## src/rtl/heater_err_monitor.sv

```systemverilog
// Error monitor for an array of bram_delay heater lanes: sequences err_clear after startup, then records errors.
// Latency: one cycle from lane_error sample to err_sticky/err_count/fault/first_* update; all outputs registered.
// Backpressure: none; lane_error is sampled every cycle. Optional macro HEATER_ERR_TIMESTAMP_EN adds first_time.
module heater_err_monitor #(
  parameter int N_LANES        = 8,
  parameter int WARMUP_CYCLES  = 4160,
  parameter int HOLDOFF_CYCLES = 32,
  parameter int CNT_W          = 16,
  localparam int LANE_W        = (N_LANES > 1) ? $clog2(N_LANES) : 1
) (
  input  logic               i_clk,
  input  logic               i_reset,
  input  logic               i_enable,
  input  logic               i_sw_clear,
  input  logic [N_LANES-1:0] i_lane_error,
  output logic               o_lane_err_clear,
  output logic               o_armed,
  output logic               o_fault,
  output logic [N_LANES-1:0] o_err_sticky,
  output logic [CNT_W-1:0]   o_err_count,
  output logic               o_first_valid,
  output logic [LANE_W-1:0]  o_first_lane
`ifdef HEATER_ERR_TIMESTAMP_EN
  ,
  output logic [31:0]        o_first_time
`endif
);

  // Timer only ever holds a load value of (cycles - 1), so size it for the larger of the two.
  localparam int TMR_MAX = (WARMUP_CYCLES > HOLDOFF_CYCLES) ? WARMUP_CYCLES : HOLDOFF_CYCLES;
  localparam int TMR_W   = (TMR_MAX > 1) ? $clog2(TMR_MAX) : 1;
  localparam logic [TMR_W-1:0] WARM_LOAD = TMR_W'(WARMUP_CYCLES - 1);
  localparam logic [TMR_W-1:0] HOLD_LOAD = TMR_W'(HOLDOFF_CYCLES - 1);

  localparam int POP_W = $clog2(N_LANES + 1);
  localparam int SUM_W = CNT_W + POP_W;

  localparam logic [2:0] S_IDLE    = 3'd0;
  localparam logic [2:0] S_WARMUP  = 3'd1;
  localparam logic [2:0] S_CLEAR   = 3'd2;
  localparam logic [2:0] S_HOLDOFF = 3'd3;
  localparam logic [2:0] S_ARMED   = 3'd4;
  localparam logic [2:0] S_FAULT   = 3'd5;

  logic [2:0]         r_state;
  logic [TMR_W-1:0]   r_timer;
  logic               r_lane_err_clear;
  logic               r_armed;
  logic               r_fault;
  logic [N_LANES-1:0] r_err_sticky;
  logic [CNT_W-1:0]   r_err_count;
  logic               r_first_valid;
  logic [LANE_W-1:0]  r_first_lane;

  logic [2:0]         w_state_nxt;
  logic [TMR_W-1:0]   w_timer_nxt;
  logic               w_any_err;
  logic               w_rec;
  logic               w_clr;
  logic [POP_W-1:0]   w_pop;
  logic [LANE_W-1:0]  w_low;
  logic [SUM_W-1:0]   w_sum;
  logic [CNT_W-1:0]   w_cnt_nxt;

  assign w_any_err = |i_lane_error;

  // Next-state and timer: enable=0 wins over sw_clear, which wins over lane_error.
  always_comb begin
    w_state_nxt = r_state;
    w_timer_nxt = r_timer;
    if (!i_enable) begin
      w_state_nxt = S_IDLE;
    end else begin
      case (r_state)
        S_IDLE: begin
          w_state_nxt = S_WARMUP;
          w_timer_nxt = WARM_LOAD;
        end
        S_WARMUP: begin
          if (r_timer == '0) w_state_nxt = S_CLEAR;
          else               w_timer_nxt = r_timer - TMR_W'(1);
        end
        S_CLEAR: begin
          w_state_nxt = S_HOLDOFF;
          w_timer_nxt = HOLD_LOAD;
        end
        S_HOLDOFF: begin
          if (i_sw_clear)          w_state_nxt = S_CLEAR;
          else if (r_timer == '0)  w_state_nxt = S_ARMED;
          else                     w_timer_nxt = r_timer - TMR_W'(1);
        end
        S_ARMED: begin
          if (i_sw_clear)     w_state_nxt = S_CLEAR;
          else if (w_any_err) w_state_nxt = S_FAULT;
        end
        S_FAULT: begin
          if (i_sw_clear) w_state_nxt = S_CLEAR;
        end
        default: w_state_nxt = S_IDLE;
      endcase
    end
  end

  // Stats are zeroed on the edge entering CLEAR so they already read zero during the CLEAR cycle.
  assign w_clr = (w_state_nxt == S_CLEAR);
  // Record only while armed and the cycle is not being pre-empted by enable=0 or an accepted sw_clear.
  assign w_rec = ((r_state == S_ARMED) || (r_state == S_FAULT)) && i_enable && !i_sw_clear && w_any_err;

  // Population count and lowest set lane index of the current error vector.
  always_comb begin
    w_pop = '0;
    w_low = '0;
    for (int i = 0; i < N_LANES; i++) begin
      w_pop = w_pop + POP_W'(i_lane_error[i]);
    end
    for (int i = N_LANES - 1; i >= 0; i--) begin
      if (i_lane_error[i]) w_low = LANE_W'(i);
    end
  end

  // Saturating add: any carry into the upper bits pins the count at all-ones.
  always_comb begin
    w_sum     = SUM_W'(r_err_count) + SUM_W'(w_pop);
    w_cnt_nxt = (|w_sum[SUM_W-1:CNT_W]) ? {CNT_W{1'b1}} : w_sum[CNT_W-1:0];
  end

  // State, timer and the state-decoded outputs, registered from the next state.
  always_ff @(posedge i_clk or posedge i_reset) begin
    if (i_reset) begin
      r_state          <= S_IDLE;
      r_timer          <= '0;
      r_lane_err_clear <= 1'b1;
      r_armed          <= 1'b0;
    end else begin
      r_state          <= w_state_nxt;
      r_timer          <= w_timer_nxt;
      r_lane_err_clear <= (w_state_nxt == S_IDLE) || (w_state_nxt == S_WARMUP) ||
                          (w_state_nxt == S_CLEAR);
      r_armed          <= (w_state_nxt == S_ARMED) || (w_state_nxt == S_FAULT);
    end
  end

  // Error statistics: cleared entering CLEAR, accumulated while recording, retained otherwise.
  always_ff @(posedge i_clk or posedge i_reset) begin
    if (i_reset) begin
      r_fault       <= 1'b0;
      r_err_sticky  <= '0;
      r_err_count   <= '0;
      r_first_valid <= 1'b0;
      r_first_lane  <= '0;
    end else if (w_clr) begin
      r_fault       <= 1'b0;
      r_err_sticky  <= '0;
      r_err_count   <= '0;
      r_first_valid <= 1'b0;
      r_first_lane  <= '0;
    end else if (w_rec) begin
      r_fault      <= 1'b1;
      r_err_sticky <= r_err_sticky | i_lane_error;
      r_err_count  <= w_cnt_nxt;
      if (!r_first_valid) begin
        r_first_valid <= 1'b1;
        r_first_lane  <= w_low;
      end
    end
  end

`ifdef HEATER_ERR_TIMESTAMP_EN
  logic [31:0] r_ts;
  logic [31:0] r_first_time;

  // Free-running cycle counter, zeroed with the stats; first_time latches it alongside first_lane.
  always_ff @(posedge i_clk or posedge i_reset) begin
    if (i_reset) begin
      r_ts         <= '0;
      r_first_time <= '0;
    end else begin
      r_ts <= w_clr ? 32'd0 : r_ts + 32'd1;
      if (w_clr)                        r_first_time <= '0;
      else if (w_rec && !r_first_valid) r_first_time <= r_ts;
    end
  end

  assign o_first_time = r_first_time;
`endif

  assign o_lane_err_clear = r_lane_err_clear;
  assign o_armed          = r_armed;
  assign o_fault          = r_fault;
  assign o_err_sticky     = r_err_sticky;
  assign o_err_count      = r_err_count;
  assign o_first_valid    = r_first_valid;
  assign o_first_lane     = r_first_lane;

endmodule

```

## config.mk

```make
export PLATFORM = sky130hd
export DESIGN_NAME = heater_err_monitor
export DESIGN_NICKNAME = d
export VERILOG_FILES = /design/src/rtl/heater_err_monitor.sv
export SDC_FILE = /design/constraint.sdc
export NUM_CORES = 1
export LEC_CHECK = 0
export CORE_UTILIZATION = 30
export DETAILED_ROUTE_END_ITERATION = 12
export HOLD_SLACK_MARGIN = 0.12
export PLACE_DENSITY = 0.52
export SLEW_MARGIN = 5
export SYNTH_ARGS = -nofsm -noshare
export SYNTH_HDL_FRONTEND = slang
export SYNTH_SLANG_ARGS = --single-unit
export TNS_END_PERCENT = 50
```

## constraint.sdc

```tcl
create_clock -name i_clk -period 8.03 [get_ports i_clk]
set_input_delay 1.606 -clock i_clk [delete_from_list [all_inputs] [get_ports i_clk]]
set_output_delay 1.606 -clock i_clk [all_outputs]
set_load 0.02 [all_outputs]
```

# After elaboration in Yosys (flattened, before gate mapping)
# Index checks and enable logic that the tools add are counted.
[classes]
n_addsub = 9
div_mod_pow = 0
n_eq_ne = 11
bitwise = 1
mul = 0
n_reduce_logical = 17
shifts = 0
magnitude_cmp = 0
mux = 29
[ops]
columns = ["cell", "count"]
rows = [
  ["$mux W3", 18],
  ["$pmux W13 S4", 1],
  ["$mux W16", 3],
  ["$mux W13", 2],
  ["$pmux W3 S6", 1],
  ["$add A16 B4 Y17", 1],
  ["$add A4 B1 Y4", 4],
  ["$mux W8", 2],
  ["$logic_not A13 Y1", 1],
  ["$sub A13 B1 Y13 const B", 1],
  ["$eq A3 B3 Y1 const B", 4],
  ["$eq A3 B2 Y1 const B", 3],
  ["$or A8 B8 Y8", 1],
  ["$reduce_or A8 Y1", 1],
  ["$eq A3 B1 Y1 const B", 2],
  ["$logic_not A3 Y1", 2],
  ["$add A3 B1 Y4", 1],
  ["$logic_or A1 B1 Y1", 4],
  ["$reduce_bool A4 Y1", 1],
  ["$reduce_or A4 Y1", 1],
  ["$add A2 B1 Y3", 1],
  ["$logic_and A1 B1 Y1", 3],
  ["$reduce_and A3 Y1", 1],
  ["$add A1 B1 Y2", 1],
  ["6 further kinds", 7],
]
[totals]
regBits = 46
elab_cells = 75
latch_bits = 0
n_memories = 0
mem_bits_rw = 0
rom_bits = 0

# Depth between registers and ports, before layout
# Gate-level depths: netlist of the first run.
[depth]
depth_word = 12
mapped_depth = 11
ltp_nobuf = 11

# Worst setup path before layout of the first run
# OpenSTA, ideal clock, no wires.
[synth_timing]
path_type = "input port to flip-flop"
startpoint = "input i_lane_error[0]"
endpoint = "register r_err_count[14], in the netlist o_err_count[14]"
setup_time_ps = 87
arrival_ps = 4613
stages = 11
required_time_ps = 7943
path_slack_ps = 3331
path_cell_list = "fa_1 -> inv_1 -> fa_1 -> fa_1 -> fa_1 -> inv_1 -> fa_1 -> a31o_2 -> and3_1 -> and4_1 -> a211oi_2"
[synth_via]
elab_chain_len = 12
[synth_lines]
columns = ["element", "line_no", "source"]
rows = [
  ["start: declaration", "15", "input logic [N_LANES-1:0] i_lane_error,"],
  ["$add A1 B1 Y2", "114", "w_pop = w_pop + POP_W'(i_lane_error[i]);"],
  ["$add A2 B1 Y3", "114", ""],
  ["$add A3 B1 Y4", "114", ""],
  ["$add A4 B1 Y4 (4 in series)", "114", ""],
  ["$add A16 B4 Y17", "123", "w_sum = SUM_W'(r_err_count) + SUM_W'(w_pop);"],
  ["$reduce_or A4 Y1", "124", "w_cnt_nxt = (|w_sum[SUM_W-1:CNT_W]) ? {CNT_W{1'b1}} : w_sum[CNT_W-1:0];"],
  ["$mux W16", "124", ""],
  ["$mux W16", "157", "end else if (w_rec) begin"],
  ["$mux W16", "151", "end else if (w_clr) begin"],
  ["end signal: assignment", "160", "r_err_count <= w_cnt_nxt;"],
  ["end: declaration", "51", "logic [CNT_W-1:0] r_err_count;"],
]
# Parallel ways exist; a longest one is shown, timed or not. The select of a mux whose other input is x is not followed.
# A chain may end at the register's enable or synchronous reset.

# Worst setup path in the final report of the first run
[layout_timing]
startpoint = "input i_lane_error[1]"
endpoint = "register r_err_count[11], in the netlist o_err_count[11]"
# The elaborated chain is that of the path after synthesis.

==> results of run 1 <==
## report_power, final
group | total [mW] | switching (mW) | internal, mW
clock network | 0.167 | 0.0803 | 0.0871
registers | 0.251 | 0.0116 | 0.239
logic | 0.0590 | 0.0329 | 0.0261
total | 0.477 | 0.125 | 0.353
## logic make-up after synthesis
| group | after synthesis |
|---|---|
| AO/OA/AOI/OAI | 79 |
| adder cells (fa/ha/maj) | 14 |
| multiplexers | 1 |
| buffers and inverters | 37 |
| flip-flops | 46 |
| XOR/XNOR | 9 |
| AND/OR/NAND/NOR | 99 |
## metrics by stage
step | utilization (%) | cell area [sq um]
floorplan | - | 2809
global placement | 37.08 | 3297
detailed placement | 37.08 | 3297
CTS | 38.32 | 3407
global route | 38.32 | 3407
finish | 38.32 | 3407
## how the worst max path moves through the flow
| stage | start | endpoint | cells past startpoint | slack (ns) |
|---|---|---|---|---|
| floorplan | i_lane_error[0] | o_err_count[14] | 11 | 3.33 |
| global placement | i_lane_error[1] | o_err_count[11] | 12 | 2.68 |
| detailed placement | i_lane_error[0] | o_err_count[11] | 12 | 2.58 |
| CTS | i_lane_error[1] | o_err_count[11] | 12 | 2.91 |
| global route | i_lane_error[0] | o_err_count[11] | 12 | 2.70 |
| finish | i_lane_error[1] | o_err_count[11] | 12 | 2.93 |
## placed cells by master (no fill, tap or decap), types with 5 or more instances in the layout
| cell type | n |
|---|---|
| sky130_fd_sc_hd__dfrtp_1 | 45 |
| sky130_fd_sc_hd__clkdlybuf4s50_1 | 42 |
| sky130_fd_sc_hd__nor2_1 | 25 |
| sky130_fd_sc_hd__inv_1 | 24 |
| sky130_fd_sc_hd__o21ai_0 | 16 |
| sky130_fd_sc_hd__a21oi_1 | 13 |
| sky130_fd_sc_hd__nand2_1 | 11 |
| sky130_fd_sc_hd__and3_1 | 9 |
| sky130_fd_sc_hd__ha_1 | 9 |
| sky130_fd_sc_hd__clkbuf_8 | 8 |
| sky130_fd_sc_hd__nand4_1 | 7 |
| sky130_fd_sc_hd__nor3_1 | 7 |
| sky130_fd_sc_hd__and4_1 | 7 |
| sky130_fd_sc_hd__a31oi_1 | 7 |
| sky130_fd_sc_hd__nand3_1 | 6 |
| sky130_fd_sc_hd__xor2_1 | 5 |
| sky130_fd_sc_hd__a22o_1 | 5 |
| sky130_fd_sc_hd__fa_1 | 5 |
## worst max-delay path, delay by kind of cell
family | cells | cell delay, ns
buffers and inverters | 3 | 0.63
AOI/OAI and AO/OA | 1 | 0.23
and+or+nand+nor | 3 | 0.80
adders and majority gates | 5 | 2.05
## final cells by class
| class | instances | area (sq um) |
|---|---|---|
| Tap cell | 108 | 135.1 |
| Clock buffer | 8 | 110.1 |
| Timing Repair Buffer | 42 | 420.4 |
| Multi-Input combinational cell | 202 | 1495 |
| Sequential cell | 46 | 1152 |
| Fill cell | 902 | 5484 |
| Inverter | 25 | 93.84 |
## flip-flops by register name (all words and copies together) (netlist names)
signal / cells
o_lane_err_clear: 1
r_timer: 13
o_armed: 1
o_err_sticky: 8
o_err_count: 16
o_first_lane: 3
r_state: 3
o_first_valid: 1
## routing by layer
layer | global-route usage (%) | vias to the layer above
met5 | 0 | -
met4 | 4.248 | 0
met3 | 3.262 | 9
met2 | 24.05 | 37
met1 | 19.78 | 1134
li1 | - | 1115
==> results by stage, run 1 <==
Run status:
- The flow ran to the end, and the final reports show no timing, DRC or antenna violations.

Clock tree:
- The number of H-tree levels is 2.
- Counting along the longest clock path gives a buffer depth of 2.
- In this run, post-CTS hold repair placed 0 buffers.
- The clock-pin slew on the worst setup and hold paths is 0.09 ns.
- The clock tree from TritonCTS is done.
- Clock tree synthesis selected as its root buffer the cell sky130_fd_sc_hd__clkbuf_8.
- The number of instances resized during post-cts repair is 0.
- The CTS buffer count is 5.
- Clock tree synthesis found a total of 46 sinks.
- The number of setup buffers added after CTS is 0.
- For the worst-skew pair, the clock arrives at the later sink with an insertion delay of 0.30 ns.

Place:
- The number of placed instances, taps included, is 423.
- Buffers placed on the I/O ports in this run total 42.
- At the end of routability-driven placement, the weighted congestion stood at 0.8076.
- The placed wire-length estimate is 4683 um.
- The worst-case setup slack after placement is 2.579 ns.

GRT:
- The first global-routing pass estimated 11570 um of wire.
- The number of global-route vias before repair is 2307.
- The total global routing track utilization is 14.79%.
- The total overflow reported by the global router is 0.
- The initial antenna violation count is 0.
- Entering global routing, the biggest net connects 47 pins.

Synth:
- Synthesis produced a netlist with a net count of 311.
- The synthesized-area fraction occupied by and/or/nand/nor cells is 21.47%.
- The share of synthesized area spent on multiplexers is 0.3563%.
- The synthesized area is 2809 sq um.
- The adder and majority cell fraction of the synthesized area is 7.572%.
- Summed over all instances, the cell type with the most area after synthesis is sky130_fd_sc_hd__dfrtp_1.
- A synthesized cell averages 9.856 sq um.
- The area fraction in compound gates after synthesis is 21.02%.
- For this run, the leading register cell type out of synthesis is sky130_fd_sc_hd__dfrtp_1.
- Sequential elements use 41.02% of the synthesized area.
- The post-synthesis share of cell area spent on xor and xnor gates is 2.806%.
- The post-synthesis async set-or-reset flop share is 100.0%.
- The area fraction of the dominant cell type after synthesis is 40.09%.
- The instance count of the mapped netlist is 285.
- During synthesis, Yosys emitted a total of 0 warnings.
- In the post-synthesis netlist, the cell with the most instances is sky130_fd_sc_hd__dfrtp_1.
- The flop and latch count out of synthesis is 46.
- The synthesized design contains 0 enable-type register cells.
- The dominant combinational cell family by area after synthesis is simple AND/OR/NAND/NOR gates.
- By count the netlist is led by sky130_fd_sc_hd__dfrtp_1 (45), sky130_fd_sc_hd__inv_1 (25), sky130_fd_sc_hd__nor2_1 (25).
- In the post-synthesis netlist, the biggest area contributors are sky130_fd_sc_hd__dfrtp_1 (40%), sky130_fd_sc_hd__ha_1 (4.0%), sky130_fd_sc_hd__fa_1 (3.6%).
- Counting distinct cell types in the post-synthesis netlist gives 63.

Detailed routing:
- Using the TritonRoute via totals, the vias-per-cell ratio works out to 5.325.
- The first-pass iteration count of the detailed router is 4.
- The wire length per cell after detailed routing is 15.46 um.
- The met2 layer wire length in the routed design is 3189 um.
- In this run the top signal layer used is met4.
- The number of design rule violations left after detail routing is 0.
- The routed layout has 2295 vias.
- The count of nets left with antenna violations once routing finished came out at 0.
- The wire length on met1 is 3167 um.
- The number of violations reported at the end of detailed-routing iteration 0 is 81.
- After detailed routing, the met3 layer carries 227 um of wire.
- The total wire length is 6663 um.

Flow run:
- Across the run, the number of max-cap violations was 0.

Setup path:
- Among all stages on the critical path, the largest delay is contributed by sky130_fd_sc_hd__fa_1.
- The critical path is of the input port to register type.
- The endpoint identified for the worst register-to-register timing path is o_err_count[11].
- The worst setup slack for register-to-register paths is 4.86 ns.
- The worst reg2reg path depth is 10.
- The startpoint kind of the worst setup timing path is an input port.
- The kind of end point of the critical path is a register.
- The signal on the critical path passes through clkdlybuf4s50_1, fa_1, inv_1, fa_1, fa_1, fa_1, inv_1, fa_1, a31o_2, nand4_1, and4_1, nor3_1.
- The startpoint identified for the worst register-to-register timing path is o_err_count[0].
- The stage delay of the slowest cell on the critical path is 0.54 ns.
- Among the stages of the critical path, the cell type that occurs most often is sky130_fd_sc_hd__fa_1.
- The arrival time at the worst endpoint is 5.31 ns.
- The required time at the worst-slack endpoint is 8.24 ns.
- The highest fanout seen on the critical path is 7.

Timing:
- Across all hold checks on the routed design, the worst slack comes to 0.5090 ns.
- Setup repair after global routing left no endpoint under its margin.
- The upper clock frequency limit is 196.2 MHz.
- In this run the tightest slew margin relative to its limit is 34.12%.
- For the pin with the worst max-slew slack, the measured transition is 0.9882 ns.
- The max-slew violation total from the final report is 0.
- The sum of negative setup slack is 0 ns.
- Setup violations remaining at the end of the flow were counted as 0.
- The ratio of final minimum period to clock period is 63.47%.
- The number of hold violations in the final report is 0.
- Setup slack on the critical path of the routed design comes to 2.933 ns.
- On the final layout, the worst clock skew is 0.004066 ns.
- After layout, the minimum clock period comes to 5.097 ns.

Die:
- The initial core utilization is 31.59%.
- The die is 98.77 um tall.
- The floorplan step defined a die boundary enclosing 9755 sq um.
- The floorplan step set the die width to 98.77 um.
- The floorplan step defined a core boundary enclosing 8891 sq um.
- The number of top-level pins is 43.
- The floorplan has 34 rows.

Power:
- The worst voltage drop across the vdd grid is 0.00006531 V.
- The total chip power is 0.4775 mW.
- The static power due to leakage is 1.503 nW.
- For this design the ratio of total power to cell area is 140.1 nW/um^2.

Worst hold path:
- The type of the most critical hold path is register to register.
- The instance count along the most critical hold path is 2.
- The worst hold endpoint is o_err_sticky[5].
- The startpoint of the lowest-slack hold path is o_err_sticky[5].

Final layout:
- The fraction of final layout cells sized beyond drive strength 1 is 9.907%.
- The final non-filler cell total is 431.
- The repair_antennas step left the layout with diodes totalling 0.
- The area growth from synthesis to layout is 21.29%.
- At the end of the flow, the number of nets in the layout was 348.
(Power assumes the default switching activity.)
==> run 2, diff against run 1 <==
Clock period 8.03 ns to 5.34 ns, I/O delays scaled along.
==> run 2 against run 1 <==
  * Wire length is the same
  * Cell count did not move
  * Clock power increased by 52%
  * Combinational power is 51% higher
  * Design area is the same
  * Via count fell by 1.4%
  * Die area stayed put
  * Clock-buffer cell count stayed put
  * Global-route usage barely moved
  * Register-to-register slack got worse by 2.7 ns
  * Critical path type unchanged
  * Critical endpoint unchanged
==> results by stage, run 2 (synthesis results as in run 1) <==
Setup path:
- The kind of end point of the critical path is a register (unchanged).
- Cells along the critical path: clkdlybuf4s50_1, fa_1, inv_1, fa_1, fa_1, fa_1, inv_1, fa_1, a31o_2, nand4_1, and4_1, nor3_1 (unchanged).
- The critical setup path kind is input port to register (unchanged).
- The kind of cell adding the most delay to the critical path is adder cells (unchanged).
- The highest fanout seen on the critical path is 7 (unchanged).
- The arrival time at the worst endpoint is 4.79 ns (was 5.31 ns).
- The critical path's slowest cell is sky130_fd_sc_hd__fa_1 (unchanged).
- The cell with the most instances on the worst path is sky130_fd_sc_hd__fa_1 (unchanged).
- The startpoint kind of the worst setup timing path was an input port (unchanged).
- The required time at the worst-slack endpoint is 5.56 ns (was 8.24 ns).
- The worst path buffer plus inverter count is 3 (unchanged).
- The stage delay of the slowest cell on the critical path came to 0.54 ns (about the same).

Timing:
- The max-slew violation total from the final report is 0 (unchanged).
- Unrepaired setup endpoints after global routing: no (unchanged).
- The transition at the pin with the smallest max-transition slack is 0.9685 ns (was 0.9882 ns).
- The sum of negative setup slack came to 0 ns (unchanged).
- After layout, the worst path uses 85.61% of the clock period.
- The upper clock frequency limit is 218.7 MHz.
- The number of hold violations in the final report came to 0 (unchanged).
- The shortest clock period the worst path allows after layout is 4.572 ns.
- The tightest slew margin relative to the limit was 35.34% (was 34.12%).
- The number of failing setup endpoints in the final timing report is 0 (unchanged).
- The worst clock skew on the final layout is 0.003214 ns (was 0.004066 ns).

Final layout:
- The flip-flop and latch area is 1152 sq um (unchanged).
- The fraction of final layout cells sized beyond drive strength 1 is 9.907% (unchanged).
- The final core area utilization was 38.32% (unchanged).
- The flip-flop count of the largest register, all copies and words added was 16 (unchanged).
- The area occupied by multi-input gates is 1495 sq um (unchanged).
- The fill cell total of the finished layout is 898 (was 902).
- The area growth from synthesis to layout came to 21.29% (unchanged).
- The net count reported at finish is 348 (unchanged).
- The most common cell after layout, fill and taps aside is sky130_fd_sc_hd__dfrtp_1 (unchanged).
- The number of diodes added for antenna fixing is 0 (unchanged).
- Commonest cells after routing, fill and taps aside: sky130_fd_sc_hd__dfrtp_1 (45), sky130_fd_sc_hd__clkdlybuf4s50_1 (42), sky130_fd_sc_hd__nor2_1 (25), sky130_fd_sc_hd__inv_1 (24), sky130_fd_sc_hd__o21ai_0 (16) (unchanged).
- The final non-filler cell total is 431 (unchanged).

Clock tree:
- The CTS buffer count was 5 (unchanged).
- The number of instances resized during post-cts repair is 0 (unchanged).
- The number of buffers inserted for hold repair after clock tree synthesis is 0 (unchanged).
- The clock-pin slew on the worst setup and hold paths is 0.09 ns (about the same).
- The library cell used as clock root buffer was sky130_fd_sc_hd__clkbuf_8 (unchanged).
- The clock tree from TritonCTS is done (unchanged).
- The maximum buffer depth of the clock tree is 2 (unchanged).
- The number of buffers inserted to repair setup after CTS is 0 (unchanged).
- The CTS sink count is 46 (unchanged).
- The clock latency on the worst-skew pair came to 0.30 ns (about the same).
- The number of H-tree levels is 2 (unchanged).

Detailed routing:
- The number of vias per cell after detailed routing is 5.251 (was 5.325).
- The wire length per cell after detailed routing is 15.46 um (unchanged).
- The number of design rule violations left after detail routing was 0 (unchanged).
- The number of violations reported at the end of detailed-routing iteration 0 came to 109 (was 81).
- The remaining antenna violation count after routing is 0 (unchanged).
- The via count was 2263 (was 2295).
- The first-pass iteration count of the detailed router is 4 (unchanged).
- The total wire length came to 6663 um (unchanged).

Place:
- The placed wire-length estimate is 4732 um (was 4683 um).
- The instance count after placement with tap cells included came to 423 (unchanged).
- The total of buffers placed on input and output ports is 42 (unchanged).
- The global placer's final weighted congestion is 0.8077 (was 0.8076).

Die:
- The number of top-level pins came to 43 (unchanged).
- The height of the die is 98.77 um (unchanged).
- The width of the chip is 98.77 um (unchanged).
- The number of rows in the core area is 34 (unchanged).
- The initial core utilization is 31.59% (unchanged).
- The core region area is 8891 sq um (unchanged).
- The area of the die is 9755 sq um (unchanged).

Power:
- The cell area power density came to 211.5 nW/um^2 (was 140.1 nW/um^2).
- The net switching power is 0.1903 mW (was 0.1248 mW).
- The part of the power in combinational logic is 12.4% (about the same).
- The internal power summed over all cells came to 0.5304 mW (was 0.3527 mW).
- The fraction of power consumed by the clock network is 35.2% (was 35.1%).
- The worst voltage drop across the vdd grid is 0.00009813 V (was 0.00006531 V).
- The sequential share of power is 52.4% (was 52.6%).
- The static power due to leakage was 1.503 nW (unchanged).
- The switching part of the total power is 26.40% (was 26.13%).

GRT:
- The largest net degree at the start of global routing was 47 (unchanged).
- The wire length of the first global-routing pass is 11560 um (was 11570 um).
- The initial antenna violation count is 0 (unchanged).
- The total global routing track utilization came to 14.80% (was 14.79%).
- The number of global-route vias before repair is 2296 (was 2307).
- The total overflow reported by the global router came to 0 (unchanged).

Flow run:
- The number of max-capacitance violations reported is 0 (unchanged).

Run status:
- Outcome: finished clean (unchanged).

Worst hold path:
- The type of the most critical hold path is register to register (unchanged).
## run 2: metal layers
layer,part of all wire [%],routed length (um),track usage [%]
met5,0,0,0
met4,0.65,43,3.100
met3,4.0,264,3.617
met2,47,3150,24.15
met1,48,3205,19.93
## run 2: worst register-to-register path: cells and delay by family, from the launching register on
kind	cells	cell delay (ns)
flops	1	0.39
fa+ha+maj	4	1.54
compound gates	1	0.22
buf+inv	2	0.15
simple gates	3	0.81
## run 2: final timing paths
path                                  from               to  slack, ns  cells after the start
setup / recovery           i_lane_error[1]  o_err_count[11]       0.77                     12
hold / removal             o_err_sticky[5]  o_err_sticky[5]       0.51                      2
setup reg to reg            o_err_count[0]  o_err_count[11]       2.15                     10
hold reg to reg            o_err_sticky[5]  o_err_sticky[5]       0.51                      2
max in group asynchronous          i_reset       r_timer[2]       3.43                      2
min in group asynchronous          i_reset  o_err_count[13]       1.30                      2
## run 2: power groups by stage
stage / combinational [mW] / sequential [mW] / clock (mW)
floorplan: 0.0620 / 0.379 / 0
global placement: 0.0918 / 0.384 / 0
detailed placement: 0.0913 / 0.383 / 0
CTS: 0.0914 / 0.377 / 0.265
global route: 0.106 / 0.380 / 0.281
finish: 0.0892 / 0.378 / 0.254
## run 2: metrics by stage
stage / area, sq um / hold WS (ns) / worst slack, ns / power [mW]
after floorplan: 2809 / 0.4643 / 1.179 / 0.4414
after global placement: 3297 / 0.4943 / 0.5309 / 0.4762
after detailed placement: 3297 / 0.4908 / 0.4391 / 0.4747
after CTS: 3407 / 0.5182 / 0.7635 / 0.7340
after global routing: 3407 / 0.5350 / 0.5252 / 0.7666
final: 3407 / 0.5084 / 0.7684 / 0.7207
## run 2: layout make-up
cell class | count | area share, %
multi-input combinational | 202 | 43.89
timing repair buffer | 42 | 12.34
tap | 108 | 3.966
inverter | 25 | 2.754
sequential | 46 | 33.82
clock buffer | 8 | 3.232
